--- src/rtl/mem_arbiter.sv ---
// mem_arbiter: shares one cache-line memory port between ICache refill and
// DCache refill/writeback, draining orphaned (flushed) ICache refills.
//
// Ports:
//   clk, rst                    clock, async active-high reset
//   ic_valid/ic_addr            ICache line-read request
//   ic_ready/ic_rdata           one-cycle completion pulse, registered line
//   dc_valid/dc_wr/dc_addr      DCache read or write request
//   dc_wdata                    DCache write line
//   dc_ready/dc_rdata           one-cycle completion pulse, registered line
//   mem_req/mem_wr/mem_addr     memory request, held until mem_ack
//   mem_wdata                   latched write line
//   mem_ack/mem_rdata           memory completion and read line
//
// Build option: define MEM_ARB_RR_EN for round-robin on IC/DC ties;
// otherwise DCache has fixed priority.
module mem_arbiter #(
  parameter int LINE_WIDTH = 128,
  parameter int ADDR_WIDTH = 32
) (
  input  logic                  clk,
  input  logic                  rst,
  input  logic                  ic_valid,
  input  logic [ADDR_WIDTH-1:0] ic_addr,
  output logic                  ic_ready,
  output logic [LINE_WIDTH-1:0] ic_rdata,
  input  logic                  dc_valid,
  input  logic                  dc_wr,
  input  logic [ADDR_WIDTH-1:0] dc_addr,
  input  logic [LINE_WIDTH-1:0] dc_wdata,
  output logic                  dc_ready,
  output logic [LINE_WIDTH-1:0] dc_rdata,
  output logic                  mem_req,
  output logic                  mem_wr,
  output logic [ADDR_WIDTH-1:0] mem_addr,
  output logic [LINE_WIDTH-1:0] mem_wdata,
  input  logic                  mem_ack,
  input  logic [LINE_WIDTH-1:0] mem_rdata
);

  typedef enum logic [1:0] {
    IDLE,
    ISSUE,
    RESP
  } state_t;

  state_t state;
  logic   grant;
  logic   drop;
  logic   pick_dc;

`ifdef MEM_ARB_RR_EN
  logic   last_grant;

  // On a tie the requester that did not win last time is served.
  always_comb begin
    pick_dc = dc_valid & (~ic_valid | ~last_grant);
  end
`else
  always_comb begin
    pick_dc = dc_valid;
  end
`endif

  always_ff @(posedge clk or posedge rst) begin
    if (rst) begin
      state     <= IDLE;
      grant     <= 1'b0;
      drop      <= 1'b0;
      mem_req   <= 1'b0;
      mem_wr    <= 1'b0;
      mem_addr  <= '0;
      mem_wdata <= '0;
      ic_ready  <= 1'b0;
      dc_ready  <= 1'b0;
      ic_rdata  <= '0;
      dc_rdata  <= '0;
`ifdef MEM_ARB_RR_EN
      last_grant <= 1'b0;
`endif
    end else begin
      ic_ready <= 1'b0;
      dc_ready <= 1'b0;
      unique case (state)
        IDLE: begin
          if (ic_valid || dc_valid) begin
            grant     <= pick_dc;
            mem_addr  <= pick_dc ? dc_addr : ic_addr;
            mem_wr    <= pick_dc & dc_wr;
            mem_wdata <= pick_dc ? dc_wdata : '0;
            mem_req   <= 1'b1;
            drop      <= 1'b0;
            state     <= ISSUE;
`ifdef MEM_ARB_RR_EN
            last_grant <= pick_dc;
`endif
          end
        end
        ISSUE: begin
          // A flushed ICache refill is remembered so that its line is
          // swallowed when memory finally answers.
          if (!grant && !ic_valid) begin
            drop <= 1'b1;
          end
          if (mem_ack) begin
            mem_req <= 1'b0;
            if (grant) begin
              if (!mem_wr) begin
                dc_rdata <= mem_rdata;
              end
              dc_ready <= 1'b1;
              state    <= RESP;
            end else begin
              ic_rdata <= mem_rdata;
              if (ic_valid && !drop) begin
                ic_ready <= 1'b1;
                state    <= RESP;
              end else begin
                state <= IDLE;
              end
            end
          end
        end
        RESP: begin
          state <= IDLE;
        end
        default: begin
          state <= IDLE;
        end
      endcase
    end
  end

endmodule

--- config.mk ---
export PLATFORM = sky130hd
export DESIGN_NAME = mem_arbiter
export DESIGN_NICKNAME = d
export VERILOG_FILES = /design/src/rtl/mem_arbiter.sv
export SDC_FILE = /design/constraint.sdc
export NUM_CORES = 1
export LEC_CHECK = 0
export CAP_MARGIN = 10
export CORE_AREA = 4 4 290 292
export DETAILED_ROUTE_END_ITERATION = 10
export DIE_AREA = 0 0 294 296
export SYNTH_ARGS = -nofsm -noshare
export SYNTH_HDL_FRONTEND = slang
export SYNTH_SLANG_ARGS = --single-unit
--- constraint.sdc ---
create_clock -name clk -period 13.6 [get_ports clk]
set_clock_uncertainty 0.1 [all_clocks]
set_input_delay 2.72 -clock clk [delete_from_list [all_inputs] [get_ports clk]]
set_output_delay 2.72 -clock clk [all_outputs]
set_load 0.01 [all_outputs]
# After elaboration in Yosys (flattened, before gate mapping)
# Index checks and enable logic that the tools add are counted.
dict set report word_totals {
  word_cells 52
  ff_bits 424
  input_bits 326
  output_inout_bits 420
}
dict set report classes {
  eq_ne 4
  bitwise_logic 3
  mux 20
  reduce_logical 14
}
# cell count
set ops {}
lappend ops {{128-bit two-way mux} 1}
lappend ops {{32-bit two-way mux} 1}
lappend ops {{1-bit two-way mux} 11}
lappend ops {{3-bit AND reduction} 3}
lappend ops {{2-bit two-way mux} 4}
lappend ops {{2-bit != test (second input constant)} 3}
lappend ops {{1-bit case mux with 2 select lines} 2}
lappend ops {{2-bit case mux with 2 select lines} 1}
lappend ops {{2-bit AND reduction} 2}
lappend ops {{4-bit AND reduction} 1}
lappend ops {{1-bit logical NOT} 3}
lappend ops {{2-bit by 1-bit == test with 1-bit output (second input constant)} 1}
lappend ops {{1-bit logical AND} 2}
lappend ops {{2-bit logical NOT} 1}
lappend ops {{1-bit NOT} 2}
lappend ops {{2-bit nonzero test} 1}
lappend ops {{1-bit bitwise AND} 1}
lappend ops {{1-bit logical OR} 1}

# Longest topological paths before layout
dict set report logic_depth {
  depth_word 6
  depth_mapped 6
  mapped_depth_nobuf 3
}

# Worst setup path after synthesis
# OpenSTA, ideal clock, no wires.
dict set report synth_timing {
  path_kind {input port to flip-flop}
  from {input dc_valid}
  to {register mem_addr[10]}
  n_path_buf 2
  setup_ns 0.125
  path_slack_ns 9.557
  t_required_ns 13.375
  arrival_time_ns 3.818
  stages 4
  cell_sequence {buf_2 > clkbuf_1 > mux2_2 > mux2_2}
}
dict set report synth_via {
  elab_chain_cells 2
  elab_cells_between_ends 3
  classes_between {mux (1); reduce/logical (2)}
}
# item line
set synth_rtl {}
lappend synth_rtl {{start: declaration} 27} ;# input logic dc_valid,
lappend synth_rtl {{1-bit logical OR} 86} ;# if (ic_valid || dc_valid) begin
lappend synth_rtl {{2-bit AND reduction (no line)} --}
lappend synth_rtl {{end signal: assignment} 88} ;# mem_addr <= pick_dc ? dc_addr : ic_addr;
lappend synth_rtl {{end: declaration} 35} ;# output logic [ADDR_WIDTH-1:0] mem_addr,
# Parallel ways exist; a longest one is shown, timed or not.
# A chain may end at the register's enable or synchronous reset.

==> results.cfg <==
[status]
outcome = finished clean

[setup_path]
worstSetupPathType = in -> async
critPathMaxFanout = 150
cp_top_family = buffers and inverters
cp.arrival_ns = 5.40
worstSetupEndpointType = asynchronous set/reset pin
cp_slowest_stage_delay_ns = 0.77
cp.required_ns = 14.06
worstSetupStartpointType = primary input
path_cells = clkdlybuf4s50_1 > clkinvlp_4 > buf_4 > buf_12
path_buf_inv = 4
crit_path_top_delay_cell = buf_4

[clocking]
root_buffer = clkbuf_16
cts_setup_buffers = 0
clock-sinks = 424
hold_buffers = 0
cts.repair.resized = 0
clock_latency_ns = 0.56
numCtsBuffers = 47
clockBufferDepth = 3
cts_tree = yes
path_clk_slew_ns = 0.06
htree_levels = 2

[sta]
final.period_utilization_pct = 36.3
fin_crit_ns = 4.93
max_slew_margin_pct = 32.6
setup_viol = 0
finalSetupTns_ns = 0
final_max_slew_viol_count = 0
hold_viol = 0
fmax_mhz = 203
tightestPinTransition_ns = 1.01
rsz0062_at_grt = false

[die]
pin_count = 746
rows = 105
coreArea_um2 = 81600
die_w_um = 294
start_util_pct = 19.6
die_h_um = 296
die_area_um2 = 87000

[grt]
grt_pass1_vias = 12800
grt_max_degree = 151
antenna_found_initial = 13
grtUsageTotal_pct = 12.3
grt_overflow = 0
grt_pass1_wl_um = 81800

[layout]
synthToLayoutAreaGrowth_pct = 63.3
seq_area_um2 = 10600
multi_input_area_um2 = 4880
drive_gt1_share_pct = 24.1
fin_util_pct = 32.0
nets = 2029
fill_cells = 8051

[synthesis]
netlist_area_um2 = 16000
synth_cells = 961
ys_ff_latch = 424
avgSynthCellArea_um2 = 16.6
syn-num-nets = 1287
ys_types = 19
yosysSeqAreaShare_pct = 66.4
yosysWarnings = 0

[power_and_ir_drop]
power.leakage_nw = 10.7
power_per_cell_area_nw_per_um2 = 249
seq_power_share_pct = 35.0
comb_power_share_pct = 44.2
p_switching_mw = 2.05
switching_share_pct = 31.5
vdd_drop_max_mv = 0.122
clkPwrFrac_pct = 20.8
p_int_mw = 4.44

[route]
drt-vias-per-instance = 4.02
drt_first_pass_iters = 4
final_antenna_net_count = 0
routed_wl_um = 56900
avgRoutedWirePerCell_um = 20.2
vias = 11300
route.detailed.drc = 0
first_iter_violations = 303

[placement]
dp_hpwl_um = 43200
routabilityCongestion = 0.787
port_buffers = 745

[hold_path]
hold_class = reg -> reg

[flow_run]
maxCapViolCount = 0
-- path summary, 6_finish.rpt --
kind,start,cells past startpoint,end,slack [ns]
max in group clk,ic_valid,5,mem_wdata[40],8.71
min reg2reg,mem_wdata[75],1,mem_wdata[75],0.40
max reg2reg,state[0],5,mem_wdata[40],10.89
max,rst,4,dc_rdata[14],8.67
min in group asynchronous,rst,2,mem_addr[0],2.56
min,mem_wdata[75],1,mem_wdata[75],0.40
-- synth_stat cells --
| library cell | n | area, um^2 |
|---|---|---|
| clkbuf_1 | 10 | 37.5 |
| nor3_2 | 1 | 10.0 |
| buf_6 | 21 | 236 |
| a21oi_1 | 1 | 5.00 |
| buf_2 | 10 | 50.1 |
| dfrtp_1 | 424 | 10600 |
| and2_1 | 1 | 6.26 |
| nand2b_1 | 2 | 12.5 |
| a22o_1 | 129 | 1130 |
| nor2_1 | 4 | 15.0 |
| inv_1 | 2 | 7.51 |
| a21o_1 | 1 | 7.51 |
| o21ai_0 | 4 | 20.0 |
| nand2_1 | 4 | 15.0 |
| buf_4 | 23 | 173 |
| mux2_2 | 320 | 3600 |
| nor3_1 | 2 | 10.0 |
| buf_1 | 1 | 3.75 |
| nand3b_4 | 1 | 20.0 |
-- registers in the layout (all words and copies together), names as in the netlist, 2 cells and up --
signal     count
dc_rdata     128
ic_rdata     128
state          2
mem_addr      32
mem_wdata    128
-- cell usage in the layout (no fill, tap or decap), types with 2 or more instances in the layout --
cell type        instances
nor2_1                   3
o21ai_0                  3
dfrtp_1                424
inv_6                    2
diode_2                  7
clkbuf_1                 7
bufinv_16                6
nor3_1                   2
clkdlybuf4s50_1        744
buf_4                   12
a22o_1                 129
clkinv_2                 8
nand2b_1                 2
nand2_1                  4
clkbuf_8                11
clkinvlp_4               3
mux2_2                 320
clkbuf_16               48
-- kinds of logic after synthesis --
kind of cell / synth area share [%]
DFF: 66.4
and+or+nand+nor: 0.556
buffers and inverters: 3.18
muxes: 22.6
AOI/OAI and AO/OA: 7.28
-- metal layers --
metal / up-vias / wire length, um / global-route usage [%]
li1: 5005 / - / -
met1: 5658 / 19600 / 12.5
met2: 536 / 28900 / 22.0
met3: 108 / 5670 / 4.99
met4: 6 / 2670 / 6.03
met5: - / 46 / 0
-- through the flow --
step / instance area (um^2) / std cells / power, mW / hold slack (ns) / worst slack (ns)
after floorplan: 16000 / 961 / 3.46 / 0.376 / 5.06
after global placement: 24400 / 2724 / 5.16 / 0.375 / 8.14
after detailed placement: 24400 / 2724 / 5.21 / 0.381 / 8.04
after CTS: 26100 / 2810 / 6.61 / 0.405 / 8.67
after global routing: 26100 / 2814 / 6.84 / 0.413 / 8.31
final: 26100 / 2817 / 6.49 / 0.401 / 8.67
-- cell type report --
type                    instances  share of cell area, %
repair buffers                758                   29.0
clock inverters                20                   1.07
flip-flops and latches        424                   40.7
diodes                          7                 0.0672
inverters                       2                 0.0432
clock buffers                  66                   5.29
multi-input cells             470                   18.7
well taps                    1070                   5.13
-- power groups by stage --
| stage | Clock, mW | Combinational (mW) | Sequential, mW |
|---|---|---|---|
| after CTS | 1.40 | 2.93 | 2.28 |
| after global placement | 0 | 2.88 | 2.27 |
| after floorplan | 0 | 0.927 | 2.53 |
| after detailed placement | 0 | 2.93 | 2.29 |
| after global routing | 1.45 | 3.03 | 2.35 |
| final | 1.35 | 2.87 | 2.27 |
Power figures use the tool's default switching activity.
